===== src/rtl/sll_unit.sv =====
// Registered logical-left shifter. A barrel of SHAMT_W conditional 2^k stages
// feeds a single result register that loads only on in_valid.
module sll_stage #(
  parameter int WIDTH = 64,
  parameter int SH    = 1
) (
  input  logic             en,
  input  logic [WIDTH-1:0] din,
  output logic [WIDTH-1:0] dout
);
  assign dout = en ? {din[WIDTH-1-SH:0], {SH{1'b0}}} : din;
endmodule

module sll_unit #(
  parameter int WIDTH   = 64,
  parameter int SHAMT_W = 6
) (
  input  logic               clk,
  input  logic               rst,
  input  logic               in_valid,
  input  logic [WIDTH-1:0]   A,
  input  logic [SHAMT_W-1:0] shamt,
  output logic               out_valid,
  output logic [WIDTH-1:0]   Result
);
  localparam int STAGES = 1;

  typedef struct packed {
    logic [SHAMT_W-1:0] shamt;
    logic [WIDTH-1:0]   a;
  } sll_req_t;

  typedef struct packed {
    logic             vld;
    logic [WIDTH-1:0] res;
  } sll_rsp_t;

  sll_req_t req;
  sll_rsp_t rsp;
  logic [SHAMT_W:0][WIDTH-1:0] stg;
  logic [STAGES:0]             vld_pipe;
  logic [WIDTH-1:0]            res_q;

  assign req.a     = A;
  assign req.shamt = shamt;
  assign stg[0]    = req.a;

  // stage k moves the word by 2^k when shamt[k] is set
  for (genvar k = 0; k < SHAMT_W; k++) begin : g_stg
    sll_stage #(.WIDTH(WIDTH), .SH(1 << k)) u_stg (
      .en   (req.shamt[k]),
      .din  (stg[k]),
      .dout (stg[k+1])
    );
  end

  assign vld_pipe[0] = in_valid;

  always_ff @(posedge clk or posedge rst) begin
    if (rst) begin
      vld_pipe[STAGES:1] <= '0;
      res_q              <= '0;
    end else begin
      vld_pipe[STAGES:1] <= vld_pipe[STAGES-1:0];
      // result holds while idle so the mux input stays quiet
      if (in_valid) res_q <= stg[SHAMT_W];
    end
  end

  assign rsp.vld   = vld_pipe[STAGES];
  assign rsp.res   = res_q;
  assign out_valid = rsp.vld;
  assign Result    = rsp.res;
endmodule


===== config.mk =====
export PLATFORM = sky130hd
export DESIGN_NAME = sll_unit
export DESIGN_NICKNAME = d
export VERILOG_FILES = /design/src/rtl/sll_unit.sv
export SDC_FILE = /design/constraint.sdc
export NUM_CORES = 1
export LEC_CHECK = 0
export ABC_AREA = 0
export CORE_MARGIN = 5
export CORE_UTILIZATION = 35
export CTS_BUF_LIST = sky130_fd_sc_hd__clkbuf_8
export DETAILED_ROUTE_END_ITERATION = 8
export SKIP_CTS_REPAIR_TIMING = 1
export SYNTH_ARGS = -nofsm -noshare
export SYNTH_HDL_FRONTEND = slang
export SYNTH_SLANG_ARGS = --single-unit
export TNS_END_PERCENT = 10

===== constraint.sdc =====
create_clock -name clk -period 2.32 [get_ports clk]
set_clock_uncertainty 0.05 [all_clocks]
set_input_delay 0.232 -clock clk [delete_from_list [all_inputs] [get_ports clk]]
set_output_delay 0.232 -clock clk [all_outputs]
set_load 0.005 [all_outputs]

==> flow_summary.ini, run 1 <==
[timing]
fin_ws_ns = 0.147
slew_violations = 0
slew_headroom_pct = 56.0
final_hold_viol_count = 0
setup_violations = 0
fin_crit_sh_pct = 93.7
finalSetupTns_ns = 0
worst_pin_slew_ns = 0.657
rsz0062_at_grt = false
max_freq_mhz = 460
finalCriticalPeriod_ns = 2.17

[placed_design]
portBuffers = 137
dpl_worst_slack_ns = -0.195
dpl.cell_count = 1245
placed_cell_area_um2 = 10300
place_congestion = 1.01
hpwl_um = 25700

[power_and_ir_drop]
power_leakage_nw = 4.34
power.density_nw_per_um2 = 448
pwr-share-clk_pct = 21.1
switching_share_pct = 35.3
p_switching_w = 0.00166
ir_worst_vdd_mv = 0.241
pwr-share-comb_pct = 49.8
seqPwrFrac_pct = 29.1
power.internal_w = 0.00305

[floorplanning]
rows = 52
die-area_um2 = 23700
num_io_pins = 138
die_h_um = 154
core_area_um2 = 20300
start_util_pct = 35.7
die_x_um = 154

[synthesis]
synth_edf_count = 0
netlist_area_um2 = 7260
yosysSeqAreaShare_pct = 22.4
syn_inst = 709
synth_area_leader_cell = mux4_2
syn-num-nets = 782
synth.top_cell.area_share_pct = 25.8
ys_seq_elements = 65
synthArstFlopShare_pct = 100
synth_cell_types = 59
ys.flop_type = dfrtp_1
yosys_warnings = 0
yosys-top-cells-area = mux4_2, dfrtp_1, mux2i_1, mux2_2, nand2_1
syn_area_per_cell_um2 = 10.2

[global_routing]
grt_max_degree = 66
antenna_found_initial = 0
grt_pass1_wl_um = 47700
grt_pass1_vias = 7644
grtUsageTotal_pct = 25.8
grt_overflow = 0

[clock_tree]
cts.reportedPaths.clkPinSlew_ns = 0.08
clk-insertion-delay-late_ns = 0.35
root_buffer = clkbuf_8
cts.path.max_buffers = 2
cts_tree = built
cts_sinks = 65
cts-buffers-inserted = 9
htree_levels = 3

[worst_setup_path]
setup.worst_path.end_class = flip-flop
slowest_stage = mux4_2
worstSetupPathType = in2reg
crit_arrival_ns = 2.32
start_kind = primary input
max_stage_delay_ns = 0.56
cpLargestDelayFamily = multiplexers
worstPathMaxFanout = 5
critPathRequiredTime_ns = 2.47
path_cells = clkdlybuf4s50_1, mux4_2, mux2_2, a221oi_1, buf_4, o221ai_1
path_buf_inv = 2

[final_layout]
multi_input_area_um2 = 5180
n_fill_cell = 1851
final_core_util_pct = 51.8
synthToLayoutAreaGrowth_pct = 45.0
drive_gt1_share_pct = 35.1
ff_latch_area_um2 = 1630
final_cells = 1260
stdcell_area_um2 = 10500
n_antenna_cell = 0
nets = 1059

[job]
cap_violations = 0

[routing]
wl_um = 31400
viasPerCell = 6.22
routedWlPerCell_um = 24.9
drt_iter0_drc = 833
drc = 0
drtPass1Iterations = 6
route.vias.total = 7833
postRouteAntennaNets = 0

[outcome]
status = finished clean

[worst_hold_path]
hold_path_class = in2async
## path summary, 6_finish.rpt
path / start / endpoint / slack (ns) / depth (start not counted)
max in group asynchronous: rst / Result[41] / 1.70 / 3
min in group clk: Result[0] / Result[0] / 0.44 / 1
setup reg to reg: Result[56] / Result[56] / 1.06 / 2
setup / recovery: A[16] / Result[53] / 0.15 / 6
hold reg to reg: Result[0] / Result[0] / 0.44 / 1
hold / removal: rst / Result[5] / 0.23 / 3
## power by group through the flow
stage | clock network, W | logic, W | registers, W
after detailed placement | 0 | 0.00231 | 0.00139
after floorplan | 0 | 0.00105 | 0.00137
after CTS | 0.00100 | 0.00232 | 0.00137
after global placement | 0 | 0.00230 | 0.00139
after global routing | 0.00105 | 0.00247 | 0.00139
final | 0.000993 | 0.00235 | 0.00137
## registers in the layout (all words and copies together) (netlist names)
name / count
out_valid: 1
Result: 64
## Yosys cell counts, drive strengths merged, types with 4 or more instances
cell     count
nand3       26
nand2b       6
mux2        30
o211ai      23
a22o         5
nor2b        7
nor2        45
dfrtp       65
mux4        83
o21ai       21
clkbuf      28
a21oi       17
nor3         6
a22oi       18
inv         13
buf         44
o2bb2ai     20
nand2       76
mux2i       69
o2111ai      6
o221ai      16
o221a        5
a2bb2oi      5
o22ai       11
a221oi       6
a32oi        4
a221o        6
a31oi        7
a211oi       4
## layer usage
layer	GRT usage [%]	wire (µm)
met5	0	0
met1	38.1	13700
met2	38.9	13800
met4	8.62	1100
met3	3.34	2800
## final cells by class
| cell class | count | area share, % |
|---|---|---|
| Clock buffer | 11 | 1.44 |
| Tap cell | 270 | 3.21 |
| Inverter | 16 | 0.571 |
| Multi-Input combinational cell | 556 | 49.3 |
| Clock inverter | 4 | 0.416 |
| Sequential cell | 65 | 15.5 |
| Timing Repair Buffer | 338 | 29.6 |
## logic make-up after synthesis
group	synth area share, %
muxes	40.2
AOI/OAI and AO/OA	19.9
DFF	22.4
and+or+nand+nor	11.3
buffers and inverters	6.23
## metrics by stage
stage,hold slack (ns),total power [W]
global route,0.285,0.00491
global placement,0.420,0.00369
finish,0.230,0.00471
CTS,0.241,0.00470
floorplan,0.213,0.00242
detailed placement,0.423,0.00371
## worst register-to-register path: cells and delay by family, from the launching register on
kind	cells	cell delay, ns
AO/OA/AOI/OAI	1	0.19
flip-flops	1	0.43
AND/OR/NAND/NOR	1	0.47
## cell usage in the layout (no fill, tap or decap), types with 16 or more instances in the layout
cell type / count
o2bb2ai_1: 20
buf_12: 20
nand3_1: 26
nor2_1: 45
mux4_2: 83
mux2i_1: 66
buf_4: 183
a21oi_1: 17
a22oi_1: 17
dfrtp_1: 65
mux2_2: 29
nand2_1: 76
o211ai_1: 23
o21ai_0: 21
o221ai_1: 16
clkdlybuf4s50_1: 133
(Power assumes the default switching activity.)
==> inputs of run 2 (changes only) <==
--- a/config.mk
+++ b/config.mk
@@ -10,6 +10,7 @@
 export CORE_UTILIZATION = 35
 export CTS_BUF_LIST = sky130_fd_sc_hd__clkbuf_8
 export DETAILED_ROUTE_END_ITERATION = 8
+export MAX_ROUTING_LAYER = met4
 export SKIP_CTS_REPAIR_TIMING = 1
 export SYNTH_ARGS = -nofsm -noshare
 export SYNTH_HDL_FRONTEND = slang
==> run 2 against run 1 <==
Compared with the run above:
- worst hold slack got worse by 0.015 ns
- largest power group unchanged
- global-route usage increased by 0.86 points
- final cell count decreased by 0.79%
- sequential share of layout area increased by 0.12 points
==> flow_summary.ini, run 2 (synthesized netlist as in run 1, its figures left out) <==
[worst_setup_path]
start_kind = primary input
crit_arrival_ns = 2.42
worstPathMaxFanout = 4
worstSetupPathType = in2reg
reg2reg_from = Result[56]
worstRegToRegCells = 2
path_cells = clkdlybuf4s50_1, buf_4, mux4_2, mux2_2, a21o_1, a22oi_1, o221ai_1
r2r_slack_ns = 1.03
cp-endpoint = Result[43]
setup.worst_path.end_class = flip-flop
slowest_stage = clkdlybuf4s50_1
max_stage_delay_ns = 0.47
crit_path_start = A[26]
critPathRequiredTime_ns = 2.48
rr_endpoint = Result[56]

[global_routing]
antenna_found_initial = 0
top_usage_layer = met1
grt_max_degree = 66
grt_util_met1_pct = 39.0
grt_pass1_vias = 7462
use_met3_pct = 3.71
met2_usage_pct = 38.4
grt_overflow = 0
grt_pass1_wl_um = 47800
grtUsageTotal_pct = 26.6

[routing]
postRouteAntennaNets = 0
drtPass1Iterations = 5
drt_iter0_drc = 771
drc = 0
routedWlPerCell_um = 25.0
viasPerCell = 6.11
route.vias.total = 7640
wl_um = 31200

[clock_tree]
cts_tree = built
htree_levels = 3
clk-insertion-delay-late_ns = 0.36
root_buffer = clkbuf_8
cts.path.max_buffers = 2
cts.reportedPaths.clkPinSlew_ns = 0.08
cts-buffers-inserted = 9
cts_sinks = 65

[power_and_ir_drop]
power.total_w = 0.00483
power.density_nw_per_um2 = 462
power.internal_w = 0.00315
power_leakage_nw = 4.28
pwr-share-clk_pct = 23.5
switching_share_pct = 34.8
ir_worst_vdd_mv = 0.237
p_switching_w = 0.00168
pwr-share-comb_pct = 48.1
seqPwrFrac_pct = 28.4

[final_layout]
final_core_util_pct = 51.4
layout_common_cells = buf_4, clkdlybuf4s50_1, mux4_2, nand2_1, mux2i_1
n_antenna_cell = 0
stdcell_area_um2 = 10400
final_common_cell = buf_4
synthToLayoutAreaGrowth_pct = 43.9
largest_reg_flops = 64
nets = 1049
drive_gt1_share_pct = 34.5

[timing]
worst_pin_slew_ns = 0.775
finalCriticalPeriod_ns = 2.26
rsz0062_at_grt = false
fin_crit_sh_pct = 97.2
slew_headroom_pct = 47.0
slew_violations = 0
max_freq_mhz = 443
setup_violations = 0
fin_ws_ns = 0.0641
final_hold_viol_count = 0

[placed_design]
hpwl_um = 25500
place_congestion = 0.960
portBuffers = 137
dpl_worst_slack_ns = -0.254
placed_cell_area_um2 = 10200

[job]
cap_violations = 0

[floorplanning]
num_io_pins = 138
core_area_um2 = 20300
rows = 52
die-area_um2 = 23700
die_h_um = 154
die_x_um = 154
start_util_pct = 35.7

[outcome]
status = finished clean

[worst_hold_path]
hold_path_class = in2async
[run 2: cell count changes in the layout (fill, tap and decap cells not counted), sizes merged]
cell and change:
buf -10, clkinvlp +1, clkinv -1, bufinv +1, inv -1
[run 2: power groups by stage]
stage / combinational (W) / clock [W] / sequential [W]
after floorplan: 0.00105 / 0 / 0.00137
after global placement: 0.00228 / 0 / 0.00139
after detailed placement: 0.00229 / 0 / 0.00139
after CTS: 0.00230 / 0.00115 / 0.00137
after global routing: 0.00245 / 0.00120 / 0.00139
final: 0.00232 / 0.00113 / 0.00137
[run 2: metrics by stage]
step | hold WS, ns | cells | TNS, ns
floorplan | 0.213 | 709 | 0
global placement | 0.420 | 1235 | -2.96
detailed placement | 0.427 | 1235 | -3.25
CTS | 0.227 | 1250 | 0
global route | 0.273 | 1250 | 0
finish | 0.215 | 1250 | 0
[run 2: how the worst min path moves through the flow]
| stage | start | to | slack [ns] | cells past startpoint |
|---|---|---|---|---|
| after floorplan | in_valid | out_valid | 0.21 | 0 |
| after global placement | Result[12] | Result[12] | 0.42 | 1 |
| after detailed placement | Result[0] | Result[0] | 0.43 | 1 |
| after CTS | rst | Result[38] | 0.23 | 3 |
| after global routing | rst | Result[21] | 0.27 | 3 |
| final | rst | Result[10] | 0.21 | 3 |
[run 2: cell type report]
type,count,area (µm²)
Sequential cell,65,1630
Clock buffer,11,151
Multi-Input combinational cell,556,5180
Clock inverter,4,76.3
Fill cell,1923,9860
Inverter,16,60.1
Tap cell,270,338
Timing Repair Buffer,328,3000
[run 2: metal layers]
layer	vias up	routed length, µm
li1	3389	-
met1	3789	14100
met2	399	13700
met3	63	2470
met4	0	924
met5	-	0
[run 2: critical path: cells and delay by family]
family	cells	cell delay (ns)
multiplexers	2	0.77
buffers and inverters	2	0.64
AO/OA/AOI/OAI	3	0.77
==> inputs of run 3 (changes only) <==
--- a/config.mk
+++ b/config.mk
@@ -11,6 +11,7 @@
 export CTS_BUF_LIST = sky130_fd_sc_hd__clkbuf_8
 export DETAILED_ROUTE_END_ITERATION = 8
 export MAX_ROUTING_LAYER = met4
+export PLACE_DENSITY_LB_ADDON = 0.2
 export SKIP_CTS_REPAIR_TIMING = 1
 export SYNTH_ARGS = -nofsm -noshare
 export SYNTH_HDL_FRONTEND = slang
==> run 3 against run 2 <==
Compared with the run above:
- worst hold slack got worse by 0.075 ns
- critical path depth did not move
- clock-buffer cell count fell by 2
- sequential share of layout area fell by 0.076 points
- flip-flop and latch count did not move
- via count rose by 2.9%
- combinational power rose by 3%
- worst setup slack got worse by 0.012 ns
- sequential power barely moved
- final cell count rose by 1.4%
- wire length rose by 13%
- critical path type unchanged
- critical endpoint is now Result[49]
==> flow_summary.ini, run 3 (synthesized netlist as in run 1, its figures left out) <==
[placed_design]
portBuffers = 137
dpl.cell_count = 1252
place_congestion = 0.975
placed_cell_area_um2 = 10300
dpl_worst_slack_ns = -0.258
hpwl_um = 29200

[final_layout]
n_antenna_cell = 0
stdcell_area_um2 = 10500
nets = 1066
drive_gt1_share_pct = 35.8
largest_reg_flops = 64
final_core_util_pct = 51.7
ff_latch_area_um2 = 1630
final_cells = 1268
synthToLayoutAreaGrowth_pct = 44.6
n_fill_cell = 1910
layout_common_cells = buf_4, clkdlybuf4s50_1, mux4_2, nand2_1
multi_input_area_um2 = 5190
final_common_cell = buf_4

[power_and_ir_drop]
ir_worst_vdd_mv = 0.259
power.density_nw_per_um2 = 456
power_leakage_nw = 4.33

[floorplanning]
die-area_um2 = 23700
core_area_um2 = 20300
start_util_pct = 35.7
rows = 52
die_x_um = 154
num_io_pins = 138
die_h_um = 154

[timing]
slew_headroom_pct = 36.5
setup_violations = 0
worst_pin_slew_ns = 0.949
final_hold_viol_count = 0
finalCriticalPeriod_ns = 2.27
slew_violations = 0
fin_crit_sh_pct = 97.7
finalSetupTns_ns = 0
rsz0062_at_grt = false
fin_ws_ns = 0.0523
max_freq_mhz = 441

[global_routing]
grt_pass1_vias = 8020
grtUsageTotal_pct = 30.3
grt_pass1_wl_um = 53000
grt_overflow = 0
antenna_found_initial = 0
grt_max_degree = 48

[worst_setup_path]
slowest_stage = clkdlybuf4s50_1
setup.worst_path.end_class = flip-flop
path_cells = clkdlybuf4s50_1, mux2_2, a221oi_1, buf_4, a22oi_1, a221oi_1, o211ai_1
crit_path_frequent_cell = a221oi_1
critPathRequiredTime_ns = 2.49
start_kind = primary input
max_stage_delay_ns = 0.55
worstPathMaxFanout = 8
worstSetupPathType = in2reg
crit_arrival_ns = 2.44

[routing]
routedWlPerCell_um = 28.0
postRouteAntennaNets = 0
viasPerCell = 6.20
drtPass1Iterations = 5
drc = 0
wl_um = 35500
drt_iter0_drc = 664
route.vias.total = 7865

[clock_tree]
root_buffer = clkbuf_8
cts_sinks = 65
cts-buffers-inserted = 9
clk-insertion-delay-late_ns = 0.35
htree_levels = 3
cts_tree = built
cts.path.max_buffers = 2
cts.reportedPaths.clkPinSlew_ns = 0.09

[worst_hold_path]
hold_path_class = in2async

[job]
cap_violations = 0

[outcome]
status = finished clean
-- run 3: cell types whose count changed in the layout (fill, tap and decap cells not counted) --
cell,previous run,this run
buf_6,0,1
buf_4,176,196
inv_6,0,1
bufinv_16,2,1
clkbuf_8,11,9
clkinv_2,0,3
buf_12,17,13
mux2i_1,66,65
mux2i_2,2,3
-- run 3: final timing paths --
path                                  from          to  slack, ns  depth (start not counted)
min in group clk                Result[20]  Result[20]       0.44                          1
max in group asynchronous              rst   Result[4]       1.45                          3
worst min-delay path                   rst   Result[3]       0.14                          2
worst max register to register  Result[58]  Result[58]       0.97                          3
worst min register to register  Result[20]  Result[20]       0.44                          1
worst max-delay path                 A[23]  Result[49]       0.05                          7
-- run 3: worst max-delay path: cells and delay by family --
kind,cells,cell delay (ns)
AO/OA/AOI/OAI,4,1.07
buffers and inverters,2,0.75
multiplexers,1,0.38
-- run 3: layout make-up --
| type | instances | share of cell area (%) |
|---|---|---|
| clock buffers | 9 | 1.18 |
| multi-input cells | 556 | 49.4 |
| flip-flops and latches | 65 | 15.5 |
| well taps | 270 | 3.22 |
| inverters | 16 | 0.573 |
| repair buffers | 345 | 29.4 |
| clock inverters | 7 | 0.668 |
-- run 3: through the flow --
stage               hold slack (ns)  power [W]
global placement              0.417    0.00374
CTS                           0.153    0.00476
detailed placement            0.426    0.00375
finish                        0.139    0.00478
global route                  0.215    0.00497
floorplan                     0.213    0.00242
-- run 3: where the power goes --
part           total [W]  internal (W)  switching, W
Combinational    0.00240       0.00123       0.00117
Sequential       0.00136       0.00127     0.0000924
Clock            0.00102      0.000497      0.000521
-- run 3: metal layers --
metal | up-vias | track usage, % | routed length (µm)
met4 | 0 | 11.2 | 1420
met3 | 60 | 5.42 | 2600
li1 | 3414 | - | -
met1 | 3987 | 40.6 | 15100
met5 | - | - | 0
met2 | 404 | 46.1 | 16300
